[src/rtl/williams_blt_bus_responder.sv]
// Blitter bus responder: HALT/BA/BS handshake, then blitter read/write/RMW cycles on the memory port.
// Latency 2 clk + memory latency (RMW: one extra memory cycle + 1 clk gap); memory stalls via mem_ready, blitter via blt_ack/en_e_n.
module williams_blt_bus_responder #(
  parameter bit NATIVE_NIBBLE_WE = 1'b0,
  parameter bit BA_BS_QUAL       = 1'b1
) (
  input  logic        clk,
  input  logic        rst,
  input  logic        en_e_n,
  output logic        cpu_halt,
  input  logic        cpu_ba,
  input  logic        cpu_bs,
  input  logic        blt_halt,
  output logic        blt_halt_ack,
  input  logic        blt_rd,
  input  logic        blt_wr,
  input  logic [15:0] blt_address,
  input  logic [7:0]  blt_wdata,
  input  logic [1:0]  blt_nibble_en,
  output logic [7:0]  blt_rdata,
  output logic        blt_ack,
  output logic        mem_req,
  output logic        mem_we,
  output logic [1:0]  mem_nibble_we,
  output logic [15:0] mem_address,
  output logic [7:0]  mem_wdata,
  input  logic [7:0]  mem_rdata,
  input  logic        mem_ready
);

  typedef enum logic [2:0] {
    IDLE      = 3'd0,
    HALT_WAIT = 3'd1,
    GRANTED   = 3'd2,
    RD        = 3'd3,
    RMW_RD    = 3'd4,
    WR        = 3'd5,
    ACK       = 3'd6
  } state_t;

  state_t      state, state_nxt;
  logic        mem_req_q;
  logic        mem_done;
  logic        bus_ok;
  logic        start_mem;
  logic [15:0] addr_q;
  logic [7:0]  wdata_q;
  logic [1:0]  nib_q;
  logic [7:0]  merged;

  assign bus_ok    = cpu_ba && (cpu_bs || !BA_BS_QUAL);
  assign mem_done  = mem_req_q && mem_ready;
  assign start_mem = (state == GRANTED) &&
                     (state_nxt == RD || state_nxt == RMW_RD || state_nxt == WR);
  assign merged    = {nib_q[1] ? wdata_q[7:4] : mem_rdata[7:4],
                      nib_q[0] ? wdata_q[3:0] : mem_rdata[3:0]};

  always_ff @(posedge clk or posedge rst) begin
    if (rst) state <= IDLE;
    else     state <= state_nxt;
  end

  always_comb begin
    state_nxt = state;
    unique case (state)
      IDLE:      if (blt_halt) state_nxt = HALT_WAIT;
      HALT_WAIT: begin
        if (!blt_halt)             state_nxt = IDLE;
        else if (en_e_n && bus_ok) state_nxt = GRANTED;
      end
      GRANTED: begin
        if (!blt_halt)    state_nxt = IDLE;
        else if (blt_rd)  state_nxt = RD;
        else if (blt_wr) begin
          if (blt_nibble_en == 2'b00)                            state_nxt = ACK;
          else if (blt_nibble_en == 2'b11 || NATIVE_NIBBLE_WE)   state_nxt = WR;
          else                                                   state_nxt = RMW_RD;
        end
      end
      // A dropped request still lets the memory cycle (and the RMW write-back) finish.
      RD:      if (mem_done) state_nxt = blt_halt ? ACK : IDLE;
      RMW_RD:  if (mem_done) state_nxt = WR;
      WR:      if (mem_done) state_nxt = blt_halt ? ACK : IDLE;
      ACK:     if (en_e_n)   state_nxt = GRANTED;
      default: state_nxt = IDLE;
    endcase
  end

  always_ff @(posedge clk or posedge rst) begin
    if (rst) begin
      mem_req_q <= 1'b0;
      addr_q    <= 16'h0000;
      wdata_q   <= 8'h00;
      nib_q     <= 2'b00;
      blt_rdata <= 8'h00;
    end else begin
      if (start_mem) begin
        addr_q    <= blt_address;
        wdata_q   <= blt_wdata;
        nib_q     <= blt_nibble_en;
        mem_req_q <= 1'b1;
      end else if (mem_done) begin
        mem_req_q <= 1'b0;
      end else if (state == WR) begin
        // Re-raises the request after the one-clock gap following the RMW read.
        mem_req_q <= 1'b1;
      end
      if (state == RD && mem_done)     blt_rdata <= mem_rdata;
      if (state == RMW_RD && mem_done) wdata_q   <= merged;
    end
  end

  always_comb begin
    cpu_halt      = (state != IDLE);
    blt_halt_ack  = (state != IDLE) && (state != HALT_WAIT);
    blt_ack       = (state == ACK);
    mem_req       = mem_req_q;
    mem_we        = (state == WR);
    mem_nibble_we = 2'b00;
    if (state == WR) mem_nibble_we = NATIVE_NIBBLE_WE ? nib_q : 2'b11;
    mem_address   = addr_q;
    mem_wdata     = wdata_q;
  end

endmodule
[config.mk]
export PLATFORM = sky130hd
export DESIGN_NAME = williams_blt_bus_responder
export DESIGN_NICKNAME = d
export VERILOG_FILES = /design/src/rtl/williams_blt_bus_responder.sv
export SDC_FILE = /design/constraint.sdc
export NUM_CORES = 1
export LEC_CHECK = 0
export ABC_CLOCK_PERIOD_IN_PS = 3500
export BUFFER_PORTS_ARGS = -buffer_cell sky130_fd_sc_hd__buf_2
export CAP_MARGIN = 20
export CORE_MARGIN = 2
export CORE_UTILIZATION = 35
export CTS_BUF_LIST = sky130_fd_sc_hd__clkbuf_8
export DETAILED_ROUTE_END_ITERATION = 10
export PLACE_DENSITY = 0.71
export SLEW_MARGIN = 0
export SYNTH_ARGS = -nofsm -noshare
export SYNTH_HDL_FRONTEND = slang
export SYNTH_SLANG_ARGS = --single-unit
[constraint.sdc]
create_clock -name clk -period 3.5 [get_ports clk]
set_clock_uncertainty 0.2 [all_clocks]
set_input_delay 0.525 -clock clk [delete_from_list [all_inputs] [get_ports clk]]
set_output_delay 0.525 -clock clk [all_outputs]
set_load 0.1 [all_outputs]
==> out/summary.txt <==
global-route wire length before repair: 5870 µm
Max Buffers Root-to-Sink: 2
number of rows in the core area: 26
number of flops mapped to enable cells by yosys: 0
beginning of the worst register-to-register path: state[2]
cell count after synthesis: 133
number of H-tree levels: 2
fraction of the cycle the final worst path needs: 0.799
number of buffers inserted to repair setup after CTS: 0
max incr delay on CP: 0.53 ns
per-cell routed wire length: 14.0 µm
cells traversed along the worst timing path: nor2_1 -> and3_1 -> or4_4 -> mux2i_1 -> nand2b_1 -> buf_4 -> mux2_1
fraction of synthesized cell area taken by the top area cell type: 0.531
final routed wirelength across all metal layers: 4010 µm
sequential cell area fraction in the yosys report: 0.531
final number of max-transition violations: 0
Horiz. Die Dim: 75.6 µm
kind of end point of the critical path: flip-flop
Initial DRT Pass Iterations: 5
critical path's top delay family: simple AND/OR/NAND/NOR gates
initial antenna violation count: 0
Port-buffer cells: 81
total I/O pin count: 82
Tightest Pin Transition: 0.648 ns
Slowest cell on crit path: or4_4
number of remaining DRC errors: 0
final antenna-violating net count: 0
path type of the worst setup path: reg -> reg
run status: finished clean
Final min period: 2.80 ns
final sum of negative setup slack: 0 ns
classification of the worst-slack hold path: in -> async
synthesis-to-layout area growth: 29.7%
worst endpoint data arrival time: 2.76 ns
count of instances resized after the clock tree is built: 0
distinct cell type count after synthesis: 34
buffer and inverter count on the worst path: 1
final hold violation count: 0
endpoint of the most critical register-to-register path: mem_address[10]
per-instance average area after synthesis: 13.5 µm²
setup violators final: 0
vias after detailed routing: 1373
r2r setup slk: 0.70 ns
synthesized netlist net count: 176
clock slew at the register clock pins of the worst setup and hold paths: 0.08 ns
Max Cap Viol: 0
TritonCTS clock tree: built
per-cell via count in the routed design: 4.78
# diodes: 0
number of logic stages on the critical path including buffering: 7
largest area contributor in the netlist: dfrtp_1
die outline area: 5710 µm²
clock latency reported for the late side of the worst-skew pair: 0.28 ns
total standard cell area after synthesis: 1790 µm²
Seq cells post-synth: 38
Setup crit end: mem_address[10]
remaining max-slew budget at the tightest pin: 0.568
total global-route track usage: 0.137
area inside the core boundary: 5010 µm²
Worst Path Required: 3.46 ns
most used flip-flop cell after synthesis: dfrtp_1
number of buffers created by CTS: 5
First DRT Iteration DRCs: 39
Worst Reg2Reg Path Length in Cells: 7
main area contributors after synthesis: dfrtp_1 (53%), mux2_4 (9.2%), mux2_2 (5.0%), o221a_1 (5.0%), mux2_1 (4.4%)
vertical die dimension: 75.6 µm
Layout Nets: 259
DP Wirelength: 3110 µm
number of synthesis warnings: 0
setup repair after global routing missed its margin: no
GPL Wtd Cong: 0.841
hold buffer count at cts: 0
largest net degree at the start of global routing: 28
initial standard-cell utilization of the core: 0.358
peak fanout along the critical path: 27
master cell of the clock root buffer: clkbuf_8
share of final-layout standard cells stronger than drive strength 1: 0.558
critical path launch point type: flip-flop
maximum clock frequency: 358 MHz
gr ovfl total: 0
async set-reset flop share out of synthesis: 1.00
sinks on the clock net: 38
via count of the first global-routing pass: 1233
startpoint of the worst setup timing path: state[2]
==> cells by family (layout without fill, tap and decap cells) <==
group                  count (synthesis)  after routing  share of synthesized area
AOI/OAI and AO/OA                     21             21                      0.105
buffers and inverters                 13             97                     0.0517
DFF                                   38             38                      0.531
muxes                                 27             27                      0.192
and+or+nand+nor                       34             34                      0.120
==> cells in the final DEF, fill, tap and decap left out, types with 4 or more instances in the layout <==
cell type  netlist  routed
mux2_1           7       7
nand2b_1         5       5
mux2_2           8       8
or2_2            8       8
nand2_1          4       4
mux2_4          11      11
inv_1            6       6
dfrtp_1         38      38
clkbuf_8         0       6
o221a_1          8       8
buf_2            1      81
==> worst min path at each step <==
stage	start	slack, ns	cells after the start	endpoint
finish	rst	0.11	2	blt_rdata[0]
global placement	nib_q[0]	0.27	1	nib_q[0]
CTS	rst	0.13	2	blt_rdata[3]
floorplan	nib_q[0]	0.26	1	nib_q[0]
global route	rst	0.16	2	blt_rdata[0]
detailed placement	mem_address[13]	0.28	1	mem_address[13]
==> per-stage QoR <==
step / std cells / cell area [µm²] / util / setup WS, ns / hold WS (ns)
finish: 287 / 2320 / 0.464 / 0.704 / 0.114
global route: 287 / 2320 / 0.464 / 0.549 / 0.164
CTS: 287 / 2320 / 0.464 / 0.738 / 0.132
detailed placement: 279 / 2230 / 0.445 / 0.618 / 0.279
global placement: 279 / 2230 / 0.445 / 0.703 / 0.268
floorplan: 133 / 1790 / - / 0.318 / 0.255
==> cell type report <==
type,instances,area (µm²)
repair buffers,83,420
well taps,70,87.6
flip-flops and latches,38,951
clock buffers,6,82.6
inverters,6,22.5
multi-input cells,82,748
fillers,507,2690
clock inverters,2,12.5
==> sequential cells by signal (all words and copies together), names as in the netlist <==
register     flops
blt_rdata        8
mem_address     16
mem_req          1
mem_wdata        8
nib_q            2
state            3
==> cells in the mapped netlist, drive strengths merged (2+ instances only) <==
cell,number
dfrtp,38
mux2,26
o221a,8
or2,8
buf,7
inv,6
nand2b,5
nand2,4
nor2,3
nor2b,3
o21ai,3
a22oi,2
and3,2
nand4,2
nor3b,2
o311ai,2
==> layer usage <==
metal  wire length, µm  part of all wire  track usage  up-vias
met4                34            0.0085       0.0409        0
met2              1730              0.43        0.207       60
li1                  -                 -            -      649
met5                 0                 0            0        -
met3               350             0.087       0.0423        4
met1              1900              0.47        0.190      660
Power is not shown: default switching activity piles up to over one toggle a cycle in this logic, so the estimate is an artifact.
